===== config.mk =====
export PLATFORM = sky130hd
export DESIGN_NAME = voice_allocator
export DESIGN_NICKNAME = d
export VERILOG_FILES = /design/src/rtl/synth_pkg.sv /design/src/rtl/voice_slot.sv /design/src/rtl/voice_allocator.sv
export SDC_FILE = /design/constraint.sdc
export NUM_CORES = 1
export LEC_CHECK = 0
export ABC_CLOCK_PERIOD_IN_PS = 3600
export CAP_MARGIN = 20
export CELL_PAD_IN_SITES_DETAIL_PLACEMENT = 1
export CELL_PAD_IN_SITES_GLOBAL_PLACEMENT = 1
export CORE_ASPECT_RATIO = 1.5
export CORE_MARGIN = 1
export CORE_UTILIZATION = 41
export DETAILED_ROUTE_END_ITERATION = 6
export HOLD_SLACK_MARGIN = 0.03
export PLACE_DENSITY_LB_ADDON = 0.1
export SLEW_MARGIN = 20
export SYNTH_ARGS = -nofsm -noshare
export SYNTH_HDL_FRONTEND = slang
export SYNTH_SLANG_ARGS = --single-unit

===== constraint.sdc =====
create_clock -name clock48kHz -period 3.6 [get_ports clock48kHz]
set_input_delay 0.72 -clock clock48kHz [delete_from_list [all_inputs] [get_ports clock48kHz]]
set_output_delay 0.72 -clock clock48kHz [all_outputs]
set_load 0.005 [all_outputs]

===== src/rtl/synth_pkg.sv =====
// Shared constants and FSM encoding for the voice allocator slice.
package synth_pkg;

  localparam int NUM_VOICES = 16;
  localparam int NOTE_W     = 7;
  localparam int AGE_W      = 4;
  localparam int IDX_W      = $clog2(NUM_VOICES);

  localparam logic [AGE_W-1:0] AGE_MAX  = '1;
  localparam logic [IDX_W-1:0] LAST_IDX = IDX_W'(NUM_VOICES - 1);

  typedef enum logic [1:0] {
    IDLE   = 2'd0,
    SCAN   = 2'd1,
    COMMIT = 2'd2
  } state_t;

endpackage


===== src/rtl/voice_slot.sv =====
// One oscillator slot: holds the note, gate and age of a single voice.
// Control priority: clear (panic) > assign > release / age increment.
module voice_slot
  import synth_pkg::*;
(
  input  logic              clock48kHz,
  input  logic              reset_n,
  input  logic              do_assign,
  input  logic              do_release,
  input  logic              age_inc,
  input  logic              clear,
  input  logic [NOTE_W-1:0] note_in,
  output logic [NOTE_W-1:0] note,
  output logic              gate,
  output logic [AGE_W-1:0]  age
);

  // Slot registers; note is kept on clear/release so the release tail keeps its pitch.
  always_ff @(posedge clock48kHz or negedge reset_n) begin
    if (!reset_n) begin
      note <= '0;
      gate <= 1'b0;
      age  <= '0;
    end else if (clear) begin
      gate <= 1'b0;
      age  <= '0;
    end else if (do_assign) begin
      note <= note_in;
      gate <= 1'b1;
      age  <= '0;
    end else begin
      if (do_release) gate <= 1'b0;
      if (age_inc && (age != AGE_MAX)) age <= age + 1'b1;
    end
  end

endmodule


===== src/rtl/voice_allocator.sv =====
// Polyphonic voice scheduler: takes note-on/off events and maps them onto
// NUM_VOICES oscillator slots, stealing the oldest slot when all are busy.
//
// Event handshake: an event transfers on a rising edge where ev_valid and
// ev_ready are both high. ev_ready is high only in IDLE with panic low, so one
// event is in flight at a time; ev_on/ev_note are sampled only on that edge.
module voice_allocator
  import synth_pkg::*;
(
  input  logic                         clock48kHz,
  input  logic                         reset_n,
  input  logic                         ev_valid,
  output logic                         ev_ready,
  input  logic                         ev_on,
  input  logic [NOTE_W-1:0]            ev_note,
  input  logic                         panic,
  output logic [NUM_VOICES*NOTE_W-1:0] voice_note,
  output logic [NUM_VOICES-1:0]        voice_gate,
  output logic                         steal_pulse
);

  state_t state, next_state;

  logic [IDX_W-1:0]  idx;
  logic              ev_on_q;
  logic [NOTE_W-1:0] ev_note_q;

  logic              match_found, free_found, old_found;
  logic [IDX_W-1:0]  match_idx, free_idx, old_idx;
  logic [AGE_W-1:0]  old_age;

  logic [NOTE_W-1:0] slot_note [NUM_VOICES];
  logic [AGE_W-1:0]  slot_age  [NUM_VOICES];
  logic [NUM_VOICES-1:0] slot_gate;

  logic [NUM_VOICES-1:0] slot_assign, slot_release, slot_age_inc;
  logic [IDX_W-1:0]  target_idx;
  logic              steal_now;
  logic              accept;

  logic              cur_gate;
  logic [NOTE_W-1:0] cur_note;
  logic [AGE_W-1:0]  cur_age;

  assign ev_ready = (state == IDLE) && !panic;
  assign accept   = ev_valid && ev_ready;

  assign cur_gate = slot_gate[idx];
  assign cur_note = slot_note[idx];
  assign cur_age  = slot_age[idx];

  // FSM state register.
  always_ff @(posedge clock48kHz or negedge reset_n) begin
    if (!reset_n) state <= IDLE;
    else          state <= next_state;
  end

  // Next-state logic; panic returns to IDLE from any state.
  always_comb begin
    next_state = state;
    case (state)
      IDLE:    if (accept) next_state = SCAN;
      SCAN:    if (idx == LAST_IDX) next_state = COMMIT;
      COMMIT:  next_state = IDLE;
      default: next_state = IDLE;
    endcase
    if (panic) next_state = IDLE;
  end

  // Commit decoding: pick the note-on target and drive per-slot controls.
  always_comb begin
    slot_assign  = '0;
    slot_release = '0;
    slot_age_inc = '0;
    steal_now    = 1'b0;
    target_idx   = old_idx;
    if (match_found)     target_idx = match_idx;
    else if (free_found) target_idx = free_idx;
    if ((state == COMMIT) && !panic) begin
      if (ev_on_q) begin
        steal_now = !match_found && !free_found;
        for (int i = 0; i < NUM_VOICES; i++) begin
          slot_assign[i]  = (target_idx == IDX_W'(i));
          slot_age_inc[i] = slot_gate[i] && (target_idx != IDX_W'(i));
        end
      end else begin
        for (int i = 0; i < NUM_VOICES; i++)
          slot_release[i] = slot_gate[i] && (slot_note[i] == ev_note_q);
      end
    end
  end

  // Event latch, scan index, scan trackers and the registered steal pulse.
  always_ff @(posedge clock48kHz or negedge reset_n) begin
    if (!reset_n) begin
      idx         <= '0;
      ev_on_q     <= 1'b0;
      ev_note_q   <= '0;
      match_found <= 1'b0;
      free_found  <= 1'b0;
      old_found   <= 1'b0;
      match_idx   <= '0;
      free_idx    <= '0;
      old_idx     <= '0;
      old_age     <= '0;
      steal_pulse <= 1'b0;
    end else begin
      steal_pulse <= steal_now;
      if ((state == IDLE) && accept) begin
        ev_on_q     <= ev_on;
        ev_note_q   <= ev_note;
        idx         <= '0;
        match_found <= 1'b0;
        free_found  <= 1'b0;
        old_found   <= 1'b0;
        match_idx   <= '0;
        free_idx    <= '0;
        old_idx     <= '0;
        old_age     <= '0;
      end else if (state == SCAN) begin
        idx <= idx + 1'b1;
        if (!match_found && cur_gate && (cur_note == ev_note_q)) begin
          match_found <= 1'b1;
          match_idx   <= idx;
        end
        if (!free_found && !cur_gate) begin
          free_found <= 1'b1;
          free_idx   <= idx;
        end
        // Strict greater-than keeps the lowest index on equal ages.
        if (cur_gate && (!old_found || (cur_age > old_age))) begin
          old_found <= 1'b1;
          old_idx   <= idx;
          old_age   <= cur_age;
        end
      end
    end
  end

  for (genvar i = 0; i < NUM_VOICES; i++) begin : g_slot
    voice_slot u_slot (
      .clock48kHz (clock48kHz),
      .reset_n    (reset_n),
      .do_assign  (slot_assign[i]),
      .do_release (slot_release[i]),
      .age_inc    (slot_age_inc[i]),
      .clear      (panic),
      .note_in    (ev_note_q),
      .note       (slot_note[i]),
      .gate       (slot_gate[i]),
      .age        (slot_age[i])
    );
    assign voice_note[i*NOTE_W +: NOTE_W] = slot_note[i];
  end

  assign voice_gate = slot_gate;

endmodule


Word level (Yosys, flattened, before mapping)
Cells that the tools add are included.
{ "classes": {"magnitude_cmp": 3, "mux": 141, "n_bitwise": 2, "addsub": 17, "eq_ne": 68, "n_reduce_logical": 122} }
{ "op_table": {"columns": ["operator", "n"], "rows": [
  ["$mux W4", 66],
  ["$eq A7 B7 Y1", 17],
  ["$mux W16", 6],
  ["$ne A4 B4 Y1 const B", 24],
  ["$reduce_bool A3 Y1", 32],
  ["$add A4 B1 Y4 const B", 17],
  ["$mux W1", 60],
  ["$logic_and A1 B1 Y1", 57],
  ["$reduce_and A2 Y1", 20],
  ["$eq A4 B4 Y1 const B", 9],
  ["$bmux W7 S4", 1],
  ["$bmux W4 S4", 1],
  ["$eq A4 B3 Y1 const B", 4],
  ["$ne A4 B3 Y1 const B", 4],
  ["$mux W7", 2],
  ["$eq A4 B2 Y1 const B", 2],
  ["$ne A4 B2 Y1 const B", 2],
  ["$reduce_bool A2 Y1", 4],
  ["$mux W2", 3],
  ["$ne A3 B3 Y1 const B", 2],
  ["$ge A5 B5 Y1 const B", 1],
  ["$logic_not A1 Y1", 5],
  ["$lt A4 B5 Y1 const B", 1],
  ["$not A4 Y5", 1],
  ["other kinds (12)", 12]
]} }
{ "word_totals": {"input_bits": 12, "wordCells": 413, "reg_bits": 226} }

Longest topological paths before layout
Gate-level depths: netlist of the first run.
{ "logic_depth": {"word_depth": 10, "depth_mapped": 17, "mapped_depth_nobuf": 11} }

Hierarchy
From an unflattened synthesis of the first run, not the netlist that was laid out.
{ "unflattened": {"hier_cells": 1212, "hier_area_um2": 13823.3} }
{ "by_module_without_submodules": {"columns": ["mod", "cells_each", "seq_area_each_um2", "area_each_um2", "n_inst"], "rows": [
  ["voice_slot", 42, 300.3, 555.5, 16],
  ["voice_allocator", 540, 850.8, 4934.7, 1]
]} }

Worst setup path after synthesis of the first run
OpenSTA, ideal clock, no wires.
{ "synth_path": {"path_kind": "register -> register", "from": "register idx[1]", "to": "register old_age[0]", "period_less_slack_ns": 3.735, "slack_ns": -0.135, "path_buffers": 6, "path_stages_with_launch": 16, "arrival_ns": 3.607, "path_cell_list": "dfrtp_1 buf_6 buf_6 buf_4 buf_1 buf_2 mux4_2 mux4_2 ha_1 nor2b_1 o21a_1 o21a_1 o21ai_0 a21boi_1 buf_2 o21ai_0"} }
{ "synth_via": {"elab_chain_len": 9, "word_cells_on_any_way": 14, "cone_classes": "order compare (1); mux (8); bitwise (1); reduce/logical (4)"} }
{ "synth_lines": {"columns": ["element", "line", "text"], "rows": [
  ["from (decl)", "voice_allocator.sv:24", "logic [IDX_W-1:0] idx;"],
  ["from (signal assigned)", "voice_allocator.sv:121", "idx <= idx + 1'b1;"],
  ["$not A4 Y5 (implied by the code)", "voice_allocator.sv:50", "assign cur_age = slot_age[idx];"],
  ["$bmux W4 S4", "voice_allocator.sv:50", null],
  ["$mux W4 (implied by the code) (2 in series)", "voice_allocator.sv:50", null],
  ["$gt A4 B4 Y1", "voice_allocator.sv:131", "if (cur_gate && (!old_found || (cur_age > old_age))) begin"],
  ["$logic_or A1 B1 Y1", "voice_allocator.sv:131", null],
  ["$logic_and A1 B1 Y1", "voice_allocator.sv:131", null],
  ["$reduce_bool A2 Y1 (no source line)", null, null],
  ["$reduce_and A2 Y1 (no source line)", null, null],
  ["to (signal assigned)", "voice_allocator.sv:134", "old_age <= cur_age;"],
  ["to (decl)", "voice_allocator.sv:30", "logic [AGE_W-1:0] old_age;"]
]} }
Several ways; a longest one is shown, not always the timed one. The select of a mux whose other input is x is not followed.
A chain may end at the register's enable or synchronous reset.

Worst setup path after layout of the first run
{ "layout_path": {"from": "register idx[0]", "to": "register old_idx[2]"} }
{ "layout_via": {"elab_chain_len": 9, "word_cells_on_any_way": 11, "cone_classes": "order compare (1); mux (5); bitwise (1); reduce/logical (4)"} }
{ "layout_lines": {"columns": ["element", "line", "text"], "rows": [
  ["$not A4 Y5 (implied by the code)", "voice_allocator.sv:50", null],
  ["$bmux W4 S4", "voice_allocator.sv:50", null],
  ["$mux W4 (implied by the code) (2 in series)", "voice_allocator.sv:50", null],
  ["$gt A4 B4 Y1", "voice_allocator.sv:131", null],
  ["$logic_or A1 B1 Y1", "voice_allocator.sv:131", null],
  ["$logic_and A1 B1 Y1 (*)", "voice_allocator.sv:131", null],
  ["$reduce_bool A2 Y1 (no source line) (*)", null, null],
  ["$reduce_and A2 Y1 (no source line) (*)", null, null],
  ["to (signal assigned)", "voice_allocator.sv:133", "old_idx <= idx;"],
  ["to (decl)", "voice_allocator.sv:29", "logic [IDX_W-1:0] match_idx, free_idx, old_idx;"]
]} }
Every way passes the cells marked *; elsewhere a longest branch is shown, timed or not. The select of a mux whose other input is x is not followed.

==> summary.md, run 1 <==
| Metric | Value |
|---|---|
| Synth Flop Type | dfrtp_1 |
| Total power | 6.84 mW |
| Largest net degree at the start of global routing | 80 |
| Mapped Area | 12800 µm² |
| Final min period | roughly 3.2 ns |
| Worst path max stage delay | 0.65 ns |
| Die width | 146 µm |
| Synthesis-stage register bit count | 226 |
| Die Area | 31800 µm² |
| Global-route wire length before repair | 68100 µm |
| Worst reg2reg path startpoint | idx[0]$_DFFE_PN0P_ |
| Slew headroom | between 40% and 50% |
| Core area | 30400 µm² |
| Vias | 9900 |
| 1st-pass router iterations | 4 |
| Max Fclk | 311 MHz |
| Grt total ovfl | 0 |
| DRC Markers | 0 |
| H-Tree Depth | 1 |
| Antenna diodes | 0 |
| Startpoint types | flop |
| Initial Utilization | 41.9% |
| Max rail drop VDD | 0.414 mV |
| Post-CTS Resized | 0 |
| Clock transition at the registers of the reported paths | 0.06 ns |
| Setup violations, final | 0 |
| Vias in the first global route | 10900 |
| CTS Sinks | 226 |
| Vias per inst | 5.75 |
| GRT Total Usage | between 20 and 30% |
| Area leader, netlist | dfrtp_1 |
| Max Cap Viol | 0 |
| Fin. Hold Viols | 0 |
| Seq/Total Area, Yosys | 44.3% |
| CP Data Arrival Time | approximately 3.6 ns |
| CTS tree | yes |
| Worst-path fanout max | 14 |
| Number of post-CTS setup repair buffers | 0 |
| Post-Route Setup TNS | 0 ns |
| Fraction of layout cells with a size suffix above 1 | between 10% and 20% |
| Drt total wl | 44000 µm |
| Mapped Nets | 1212 |
| Cell breakdown of the critical path | buf_12 -> mux4_2 -> mux4_2 -> ha_1 -> o21a_1 -> o21a_1 -> o21ai_0 -> a21boi_1 -> buf_4 -> mux2i_1 -> nor2_1 |
| GP Congestion | 0.889 |
| Initial antenna violation count | 0 |
| Synthesized instance count | 1179 |
| Crit-path slowest cell | dfrtp_2 |
| HP Class | in -> async |
| Lkg Pwr | 6.58 nW |
| Crit Path Class | reg -> reg |
| Tightest Pin Transition | around 0.86 ns |
| Root buf cell | clkbuf_16 |
| Hold Buf Count CTS | 0 |
| Critical path launch point | idx[0]$_DFFE_PN0P_ |
| Setup slack at placement | 0.348 ns |
| Count of cell types in the netlist | 43 |
| Period Utilization, post-route | 89.2% |
| DIE HEIGHT | 218 µm |
| Max Root-Sink Buffers | 3 |
| Yosys top cell area share | ~44% |
| Final Skew | 0.0124 ns |
| # nets final | 1337 |
| I/O pin count | 142 |
| Synthesized area per cell | 10.8 µm² |
| Detailed placement HPWL | 32100 µm |
| Critical Path RT | approximately 4 ns |
| Final worst slack | 0.387 ns |
| Most frequent cells in the layout | dfrtp_1, nand2_1, clkdlybuf4s50_1 |
| Synth top area cells | dfrtp_1, xnor2_1, mux4_2 |
| Yosys warns | 0 |
| PortBufs | 141 |
| Max-slew violations | 0 |
| Routed Antenna Nets | 0 |
| Site Rows | 78 |
| Status | finished clean |
| Drt wl/cell | 25.5 µm |
| Post-layout util | about half |
| Critical Path End Type | flop |
| Unrepaired setup endpoints after global routing | no |
| First DRT Iteration DRCs | 534 |
| Num CTS Buffers | 25 |
| Worst-skew pair later-pin latency | 0.54 ns |
| Synth async-reset ratio | between 90% and 100% |
| Commonest non-fill, non-tap cell in the layout | dfrtp_1 |
| Post-synth EDFFs | 0 |
| P per Cell Area | between 400 and 500 nW/µm² |
| Area grow syn2layout | 21.4% |
-- final timing paths --
kind / endpoint / slack, ns / depth (start not counted)
min in group clock48kHz: ev_on_q$_DFFE_PN0P_ / 0.49 / 2
max in group asynchronous: idx[2]$_DFFE_PN0P_ / 2.55 / 2
setup reg to reg: old_idx[2]$_DFFE_PN0P_ / 0.39 / 11
hold / removal: g_slot[9].u_slot.age[0]$_DFFE_PN0P_ / 0.16 / 1
setup / recovery: old_idx[2]$_DFFE_PN0P_ / 0.39 / 11
hold reg to reg: ev_on_q$_DFFE_PN0P_ / 0.49 / 2
-- per-stage QoR --
step	cells	instance area, µm²	hold WS (ns)
3_5_place_dp	1677	14600	0.480
6_report	1722	15500	0.158
3_3_place_gp	1677	14600	0.476
5_1_grt	1722	15500	0.205
4_1_cts	1722	15500	0.184
2_1_floorplan	1179	12800	0.424
-- sequential cells by signal (all words and copies together), names as in the netlist --
name / cells
g_slot.u_slot.note: 112
g_slot.u_slot.age: 64
g_slot.u_slot.gate: 16
ev_note_q: 7
free_idx: 4
idx: 4
match_idx: 4
old_age: 4
old_idx: 4
state: 2
ev_on_q: 1
free_found: 1
match_found: 1
old_found: 1
steal_pulse: 1
-- layout make-up --
type	instances	area, µm²
multi-input cells	855	6620
clock buffers	32	692
clock inverters	13	149
repair buffers	189	1830
fillers	3286	15000
well taps	400	500
inverters	7	26.3
flip-flops and latches	226	5660
-- Yosys cell counts, types with 2 or more instances --
library cell,number
a211oi_1,2
a21oi_1,21
a31o_2,10
and3_1,4
buf_1,9
buf_2,8
buf_4,19
buf_6,4
clkbuf_1,51
dfrtp_1,226
ha_1,21
inv_1,6
mux2_2,73
mux2i_1,45
mux4_1,10
mux4_2,42
nand2_1,180
nand3_1,62
nand3b_1,3
nand4_1,25
nor2_1,44
nor2b_1,5
nor3_1,72
nor3b_1,2
nor4_1,10
nor4bb_1,2
o21a_1,7
o21ai_0,30
o31ai_1,4
xnor2_1,114
xor2_1,56
-- per-layer routing --
metal / share of wire, % / vias to the layer above / track usage, % / routed length (µm)
li1: - / 4385 / - / -
met1: 40 / 5165 / 34.2 / 17600
met2: 52 / 251 / 51.4 / 23000
met3: 3.1 / 99 / 2.76 / 1370
met4: 4.7 / 0 / 13.4 / 2050
met5: 0 / - / 0 / 0
-- cell families after synthesis --
kind of cell,after synthesis,synth area share (%)
AO/OA/AOI/OAI,80,3.87
XOR/XNOR,170,11.7
adder cells (fa/ha/maj),21,2.06
multiplexers,170,19.5
flip-flops,226,44.3
buffers and inverters,98,3.76
AND/OR/NAND/NOR,414,14.8
-- critical path: cells and delay by family (launching register included) --
family,cells,cell delay (ns)
AO/OA/AOI/OAI,4,0.46
adder cells (fa/ha/maj),1,0.31
buffers and inverters,2,0.41
flip-flops,1,0.65
multiplexers,3,1.19
AND/OR/NAND/NOR,1,0.05
-- power by group --
part	switching [mW]	internal, mW	total [mW]	leakage [nW]
combinational	0.805	0.607	1.41	3.03
clock	1.08	1.57	2.65	0.415
sequential	0.194	2.59	2.78	3.13
total	2.08	4.77	6.84	6.58
(Power assumes the default switching activity.)
==> inputs of run 2 (changes only) <==
--- a/config.mk
+++ b/config.mk
@@ -6,7 +6,7 @@
 export NUM_CORES = 1
 export LEC_CHECK = 0
 export ABC_CLOCK_PERIOD_IN_PS = 3600
-export CAP_MARGIN = 20
+export CAP_MARGIN = 30
 export CELL_PAD_IN_SITES_DETAIL_PLACEMENT = 1
 export CELL_PAD_IN_SITES_GLOBAL_PLACEMENT = 1
 export CORE_ASPECT_RATIO = 1.5
==> results of run 2 <==
No change in the layout: final DEF, timing and power equal those of run 1.
